===== src/rtl/polybius_code_serializer_if.sv =====
// Code-block input channel and character output channel of the Polybius serializer,
// together with its busy/code_err status lines.
interface polybius_code_serializer_if #(
    parameter int MSG_LEN = 7
);
    logic       blk_valid;
    logic       blk_ready;
    logic [7:0] blk_data [0:MSG_LEN-1];
    logic       out_valid;
    logic       out_ready;
    logic [7:0] out_char;
    logic       out_last;
    logic       busy;
    logic       code_err;

    modport master (
        output blk_valid, blk_data, out_ready,
        input  blk_ready, out_valid, out_char, out_last, busy, code_err
    );

    modport slave (
        input  blk_valid, blk_data, out_ready,
        output blk_ready, out_valid, out_char, out_last, busy, code_err
    );
endinterface


===== src/rtl/polybius_code_serializer.sv =====
// Serializes a block of MSG_LEN Polybius codes (row*10+col) into ASCII digit pairs,
// optionally separated by SEP_CHAR; invalid codes print as "??" and raise a sticky flag.
module polybius_code_serializer #(
    parameter int         MSG_LEN  = 7,
    parameter bit         ADD_SEP  = 1'b1,
    parameter logic [7:0] SEP_CHAR = 8'h20
) (
    input logic                  clk,
    input logic                  rst,
    polybius_code_serializer_if.slave bus
);
    typedef enum logic [1:0] {IDLE, HI, LO, SEP} state_t;

    localparam int IDX_W = (MSG_LEN > 1) ? $clog2(MSG_LEN) : 1;
    localparam logic [IDX_W-1:0] LAST_IDX = IDX_W'(MSG_LEN - 1);

    state_t           state, state_next;
    logic [IDX_W-1:0] index, index_next;
    logic [7:0]       code_buf [0:MSG_LEN-1];
    logic             load;
    logic             fire;
    logic [7:0]       cur_code, tens, units;
    logic             code_ok;
    logic             code_err_q;

    assign cur_code = code_buf[index];
    assign tens     = cur_code / 8'd10;
    assign units    = cur_code % 8'd10;
    // Codes 100..255 give tens >= 10 and so fall out of the 1..5 window naturally.
    assign code_ok  = (tens >= 8'd1) && (tens <= 8'd5) && (units >= 8'd1) && (units <= 8'd5);
    assign fire     = (state != IDLE) && bus.out_ready;

    always_ff @(posedge clk or posedge rst) begin
        if (rst) begin
            state      <= IDLE;
            index      <= '0;
            code_err_q <= 1'b0;
            for (int unsigned i = 0; i < MSG_LEN; i++) code_buf[i] <= '0;
        end else begin
            state <= state_next;
            index <= index_next;
            if (load) begin
                for (int unsigned i = 0; i < MSG_LEN; i++) code_buf[i] <= bus.blk_data[i];
                code_err_q <= 1'b0;
            end else if (state == HI && !code_ok) begin
                code_err_q <= 1'b1;
            end
        end
    end

    always_comb begin
        state_next = state;
        index_next = index;
        load       = 1'b0;
        unique case (state)
            IDLE: begin
                if (bus.blk_valid) begin
                    load       = 1'b1;
                    index_next = '0;
                    state_next = HI;
                end
            end
            HI: begin
                if (fire) state_next = LO;
            end
            LO: begin
                if (fire) begin
                    if (index == LAST_IDX) begin
                        state_next = IDLE;
                    end else if (ADD_SEP) begin
                        state_next = SEP;
                    end else begin
                        index_next = index + IDX_W'(1);
                        state_next = HI;
                    end
                end
            end
            SEP: begin
                if (fire) begin
                    index_next = index + IDX_W'(1);
                    state_next = HI;
                end
            end
            default: state_next = IDLE;
        endcase
    end

    always_comb begin
        bus.out_char = '0;
        unique case (state)
            HI:      bus.out_char = code_ok ? (8'h30 + tens)  : 8'h3F;
            LO:      bus.out_char = code_ok ? (8'h30 + units) : 8'h3F;
            SEP:     bus.out_char = SEP_CHAR;
            default: bus.out_char = '0;
        endcase
    end

    assign bus.out_valid = (state != IDLE);
    assign bus.out_last  = (state == LO) && (index == LAST_IDX);
    assign bus.blk_ready = (state == IDLE);
    assign bus.busy      = (state != IDLE);
    assign bus.code_err  = code_err_q;
endmodule


===== src/flat_wrapper.sv =====
// flat-port wrapper written by rule: the top's interface ports become plain ports
module polybius_code_serializer_flat 
#(
    parameter int         MSG_LEN  = 7,
    parameter bit         ADD_SEP  = 1'b1,
    parameter logic [7:0] SEP_CHAR = 8'h20
)
  (clk, rst, bus_blk_valid, bus_blk_data, bus_out_ready, bus_blk_ready, bus_out_valid, bus_out_char, bus_out_last, bus_busy, bus_code_err);
  polybius_code_serializer_if #(.MSG_LEN(MSG_LEN)) bus_i ();
  input logic clk;
  input logic rst;
  input wire logic [$bits(bus_i.blk_valid)-1:0] bus_blk_valid;
  input wire logic [$bits(bus_i.blk_data)-1:0] bus_blk_data;
  input wire logic [$bits(bus_i.out_ready)-1:0] bus_out_ready;
  output wire logic [$bits(bus_i.blk_ready)-1:0] bus_blk_ready;
  output wire logic [$bits(bus_i.out_valid)-1:0] bus_out_valid;
  output wire logic [$bits(bus_i.out_char)-1:0] bus_out_char;
  output wire logic [$bits(bus_i.out_last)-1:0] bus_out_last;
  output wire logic [$bits(bus_i.busy)-1:0] bus_busy;
  output wire logic [$bits(bus_i.code_err)-1:0] bus_code_err;
  assign bus_i.blk_valid = bus_blk_valid;
  assign bus_i.blk_data = {>>{bus_blk_data}};
  assign bus_i.out_ready = bus_out_ready;
  assign bus_blk_ready = bus_i.blk_ready;
  assign bus_out_valid = bus_i.out_valid;
  assign bus_out_char = bus_i.out_char;
  assign bus_out_last = bus_i.out_last;
  assign bus_busy = bus_i.busy;
  assign bus_code_err = bus_i.code_err;
  polybius_code_serializer #(.MSG_LEN(MSG_LEN), .ADD_SEP(ADD_SEP), .SEP_CHAR(SEP_CHAR)) u_core (.clk(clk), .rst(rst), .bus(bus_i));
endmodule

===== config.mk =====
export PLATFORM = sky130hd
export DESIGN_NAME = polybius_code_serializer_flat
export DESIGN_NICKNAME = d
export VERILOG_FILES = /design/src/rtl/polybius_code_serializer_if.sv /design/src/rtl/polybius_code_serializer.sv /design/src/flat_wrapper.sv
export SDC_FILE = /design/constraint.sdc
export NUM_CORES = 1
export LEC_CHECK = 0
export ABC_CLOCK_PERIOD_IN_PS = 7190
export BUFFER_PORTS_ARGS = -buffer_cell sky130_fd_sc_hd__buf_2
export CORE_ASPECT_RATIO = 1.2
export CORE_MARGIN = 2
export CORE_UTILIZATION = 29
export CTS_CLUSTER_DIAMETER = 40
export DETAILED_ROUTE_END_ITERATION = 8
export PLACE_DENSITY_LB_ADDON = 0.15
export RECOVER_POWER = 100
export SLEW_MARGIN = 20
export SYNTH_ARGS = -nofsm -noshare
export SYNTH_HDL_FRONTEND = slang
export SYNTH_SLANG_ARGS = --single-unit

===== constraint.sdc =====
create_clock -name clk -period 7.19 [get_ports clk]
set_input_delay 1.0785 -clock clk [delete_from_list [all_inputs] [get_ports clk]]
set_output_delay 1.0785 -clock clk [all_outputs]
set_load 0.05 [all_outputs]

* Word-level counts from Yosys, hierarchy flattened *
Cells that the tools add are included.

storage, ports and cells
  flip-flop bits (word level) = 62
  logic and storage cells = 61

cells by class
  magnitude comparators = 5
  eq/ne operators = 8
  $add $sub $neg = 3
  multiplexer cells = 19
  bitwise operators = 1
  div/mod/pow operators = 2
  reductions and logical operators = 13

operators by type and width
  cell                   count
  $mux W8                4
  $bmux W8 S3            1
  $pmux W8 S3            1
  $add A6 B8 Y8 const A  2
  $ge A8 B1 Y1 const B   2
  $le A8 B3 Y1 const B   2
  $mux W2                5
  $div A8 B4 Y8 const B  1
  $mod A8 B4 Y8 const B  1
  $pmux W2 S4            1
  $logic_and A1 B1 Y1    6
  $mux W3                2
  $ne A2 B1 Y1 const B   3
  $pmux W3 S2            1
  $reduce_bool A2 Y1     3
  $eq A2 B2 Y1 const B   2
  $ge A4 B4 Y1 const B   1
  $mux W1                4
  $not A3 Y4             1
  $reduce_and A4 Y1      1
  $add A3 B1 Y3 const B  1
  $eq A3 B3 Y1 const B   1
  $reduce_and A3 Y1      1
  $eq A2 B1 Y1 const B   1
  other kinds (3)        3

* Longest topological paths before layout *
  depth after elaboration = 13
  mapped depth = 28

* Worst setup path after synthesis *
Ideal clock, no wire load.

  path kind = register to output
  start = reg u_core.index[0]
  end = out bus_out_char[6]
  arrival = 6,135 ps
  setup slack = -23 ps
  required time = 6,111 ps
  path buffers = 4
  stages on the path, launching flop included = 25
  cell sequence = dfrtp_1 > buf_6 > buf_8 > buf_12 > mux2i_1 > o211ai_2 > nand2_2 > inv_2 > ha_1 > clkbuf_1 > a32oi_1 > a211oi_2 > o21ai_1 > maj3_1 > o22a_1 > a211oi_1 > nor2_1 > a21oi_1 > ha_1 > nor2_1 > a31oi_1 > o21ai_0 > nor4bb_1 > o211ai_2 > nor4_1

between the ends
  cells in the longest elaborated chain, start to end = 11

ends and longest elaborated chain
  element                                         line                                                            RTL
  start, declared                                 polybius_code_serializer.sv:18                                  logic [IDX_W-1:0] index, index_next;
  start signal, assigned                          polybius_code_serializer.sv:41                                  index <= index_next;
  $not A3 Y4 (not written as such) (*)            polybius_code_serializer.sv:26                                  assign cur_code = code_buf[index];
  $bmux W8 S3 (*)                                 polybius_code_serializer.sv:26
  $mux W8 (not written as such) (*) (2 in a row)  polybius_code_serializer.sv:26
  $div A8 B4 Y8                                   polybius_code_serializer.sv:27                                  assign tens = cur_code / 8'd10;
  $ge A8 B1 Y1 or $le A8 B3 Y1 (tied branches)    polybius_code_serializer.sv:30                                  assign code_ok = (tens >= 8'd1) && (tens <= 8'd5) && (units >= 8'd1) && (units <= 8'd5);
  $logic_and A1 B1 Y1 (3 in a row)                polybius_code_serializer.sv:30
  $mux W8 (on tied branches)                      polybius_code_serializer.sv:92, polybius_code_serializer.sv:91
  $pmux W8 S3 (*)                                 polybius_code_serializer.sv:90                                  unique case (state)
  end, declared                                   flat_wrapper.sv:17                                              output wire logic [$bits(bus_i.out_char)-1:0] bus_out_char;

Mark *: on every way between the ends. The rest lies on a longest branch, timed or not. The select of a mux whose other input is x is not followed.

* Worst setup path in the final report *
  start = reg u_core.index[0]
  end = out bus_out_char[2]

The elaborated chain is that of the path after synthesis.

==> impl_results.md <==
- Clock buffer count from CTS: 9
- Peak Freq: 147 MHz
- Ant. Diodes: 0
- Cell area after layout: 5180 µm²
- Critical setup path kind: reg2out
- H-tree levels: 3
- Status: finished, violations left
- Wire per inst: 16.4 µm
- Drt via density: around 5.1
- Half-perimeter wire length after placement: 8210 µm
- Ys Warns: 0
- Synthesized area: 4310 µm²
- Setup repair after global routing missed its margin: no
- Worst R2R Start: u_core.index[0]
- Initial antenna violation count: 0
- IO Count: 73
- Post-synth EDFFs: 0
- Clock Latency Late Sink: 0.33 ns
- Initial DRC count: roughly 130
- Fin nets: 538
- Final Skew: 0.00791 ns
- Setup Viol. Count Final: 0
- # clock sinks: 62
- Reg clk slew, reported paths: 0.06 ns
- Post-Syn Nets: 464
- Max Fanout on Critical Path: 9
- DRC: 0
- Setup_tns: 0 ns
- Drt pass-1 iters: 4
- Met2 usage: 0.231
- Hold_sp: u_core.bus.code_err
- Core Area: 14500 µm²
- Crit path arrival time: 5.72 ns
- Total of max-cap violations: 2
- Buf+Inv Stages, Crit Path: 4
- Starting density of the core: 0.298
- Crit path required time: 6.11 ns
- GRT overflow: 0
- Most frequent CP cell: nor2_4
- Routed Antenna Nets: 0
- Chip width: roughly 120 µm
- Final Max Slew Viols: between 100 and 150
- #FFs+latches synth: 62
- Grt met3 use: 0.0246
- Worst-path cell chain: buf_12 -> mux2i_1 -> a22o_2 -> nor2_4 -> inv_2 -> ha_2 -> a32oi_1 -> a211oi_2 -> o21ai_1 -> maj3_1 -> o22a_1 -> a211o_1 -> nor2_4 -> inv_1 -> nand2_1 -> ha_1 -> nor2_1 -> a31oi_1 -> o21ai_0 -> nor4bb_1 -> o211ai_2 -> o31ai_1 -> a21oi_1 -> clkbuf_2
- Post-Route WL: roughly 11000 µm
- Synth Flop Type: dfrtp_1
- Cts hold-fix bufs: 0
- Fraction of layout cells with a size suffix above 1: 0.409
- TritonCTS clock tree: built
- Synth cell types: 82
- Largest net degree at the start of global routing: 63
- Failing checks: capacitance limit, slew limit
- DIE HEIGHT: 138 µm
- Seq/Total Area, Yosys: 0.360
- Final Hold Vio Count: 0
- Hold WC Path Type: reg2reg
- CP max stage cell: dfrtp_2
- Area grow syn2layout: 20.1%
- Std-Cell Rows: 48
- Clock Path Buffers: 2
- Clock root cell: clkbuf_16
- Crit. Startpoint: u_core.index[0]
- Number of I/O port buffers: around 70
- Worst slew pin tran: approximately 3.4 ns
- Syn_area_per_cell: about 11 µm²
- First-pass GRT wire length: approximately 18000 µm
- Slew headroom: -1.28
- Worst path max stage delay: 0.48 ns
- Gate Count Post-Synth: 393
- Number of global-route vias before repair: around 3400
- Gr busiest metal: met2
- Gr usage total: 0.143
- CP startpoint kind: flop
- Async SR Flop Fraction: 1.00
- Vias: around 3400
- Final period util: 0.945
- Die ar.: 15900 µm²
- Crit path time final: approximately 6.8 ns
- RD Place Congestion: 0.853
- Routing usage on met1: 0.191
- Nature of the critical path endpoint: primary output
- Hold_ws: slightly below 0.5 ns
- Dpl cell area: 4860 µm²
- Delay-heaviest family, CP: compound AO/OA/AOI/OAI gates
-- timing repair --
action | CTS | global route
hold endpoints to repair | 0 | 0
resized for setup | 0 | 7
endpoints found under the setup margin | 0 | 6
buffers inserted | 0 | 5
-- cell usage after synthesis (all sizes together), types with 2 or more instances --
cell type | count | area share
a22oi | 4 | 0.0081
a311oi | 4 | 0.0096
o21a | 2 | 0.0035
o31ai | 4 | 0.0070
inv | 13 | 0.011
o211a | 5 | 0.013
dfrtp | 62 | 0.36
a21boi | 3 | 0.0052
a32oi | 6 | 0.012
xnor2 | 2 | 0.0041
o221ai | 2 | 0.0041
nor2 | 28 | 0.029
a211o | 4 | 0.0081
nor3 | 4 | 0.0046
mux4 | 5 | 0.026
a21o | 3 | 0.0070
nand4 | 2 | 0.0029
nand2 | 20 | 0.018
o211ai | 10 | 0.023
nand3b | 3 | 0.0052
mux2i | 23 | 0.056
clkbuf | 4 | 0.0035
buf | 18 | 0.028
maj3 | 2 | 0.0046
o21ai | 17 | 0.021
a211oi | 6 | 0.013
mux2 | 62 | 0.16
and2 | 2 | 0.0029
nor2b | 7 | 0.010
a22o | 3 | 0.0061
a31oi | 3 | 0.0044
o221a | 2 | 0.0073
a21oi | 16 | 0.020
o22ai | 4 | 0.0058
a2111oi | 2 | 0.0087
nor4 | 2 | 0.0029
ha | 11 | 0.032
nand3 | 3 | 0.0035
-- metal layers --
metal | up-vias | share of wire
li1 | 1650 | -
met1 | 1690 | 0.46
met2 | 79 | 0.48
met3 | 12 | 0.040
met4 | 0 | 0.015
met5 | - | 0
-- worst min-delay path, delay by kind of cell (launching register included) --
| kind | cells | cell delay [ns] |
|---|---|---|
| flip-flops | 1 | 0.34 |
| AND/OR/NAND/NOR | 1 | 0.05 |
| AO/OA/AOI/OAI | 1 | 0.07 |
-- sequential cells by signal (all words and copies together) (netlist names) --
name,count
u_core.state,2
u_core.index,3
u_core.code_buf,56
u_core.bus.code_err,1
-- logic make-up (layout without fill, tap and decap cells) --
kind of cell	after synthesis	in the layout	synth area share
compound gates	110	110	0.215
mux	90	90	0.247
simple gates	78	78	0.0911
flops	62	62	0.360
buf+inv	36	115	0.0435
fa+ha+maj	13	13	0.0366
xor+xnor	3	3	0.00610
other cells	1	1	0.000870
-- layout make-up --
cell class,count,area (µm²)
inverter,14,52.6
sequential,62,1550
clock inverter,3,20.0
tap,200,250
clock buffer,13,250
timing repair buffer,85,457
fill,1486,9300
multi-input combinational,295,2600
-- stage by stage --
| stage | worst slack (ns) | utilization | instances |
|---|---|---|---|
| floorplan | 0.548 | - | 393 |
| global placement | 0.653 | 0.336 | 651 |
| detailed placement | 0.421 | 0.336 | 651 |
| CTS | 0.0423 | 0.354 | 667 |
| global route | 0.0323 | 0.358 | 672 |
| finish | 0.392 | 0.358 | 672 |
-- cells in the final DEF, fill, tap and decap left out, types with 4 or more instances in the layout --
master     instances
dfrtp_1           61
buf_4             11
nor2_1            23
o21ai_0           12
mux2i_1           22
a21oi_1           14
mux4_2             5
nor3_1             4
a211o_1            4
o21ai_1            4
o211ai_2           5
a32oi_1            6
o31ai_1            4
inv_1             11
buf_2             61
clkbuf_16          9
mux2_2            57
nor2b_1            6
o22ai_1            4
a211oi_1           4
nand2_1           18
clkbuf_1          12
ha_1              10
o211ai_1           5
-- worst paths after layout --
check | slack, ns | endpoint | depth (start not counted)
min reg2reg | 0.50 | u_core.bus.code_err | 2
max in group asynchronous | 2.94 | u_core.index[0] | 3
max reg2reg | 1.98 | u_core.bus.code_err | 23
min in group asynchronous | 2.06 | u_core.code_buf[46] | 3
max | 0.39 | bus_out_char[2] | 24
min | 0.50 | u_core.bus.code_err | 2
Power is left out: the tool's default activity adds up to more than one toggle a clock period on the data nets, which glitch-free logic cannot reach.
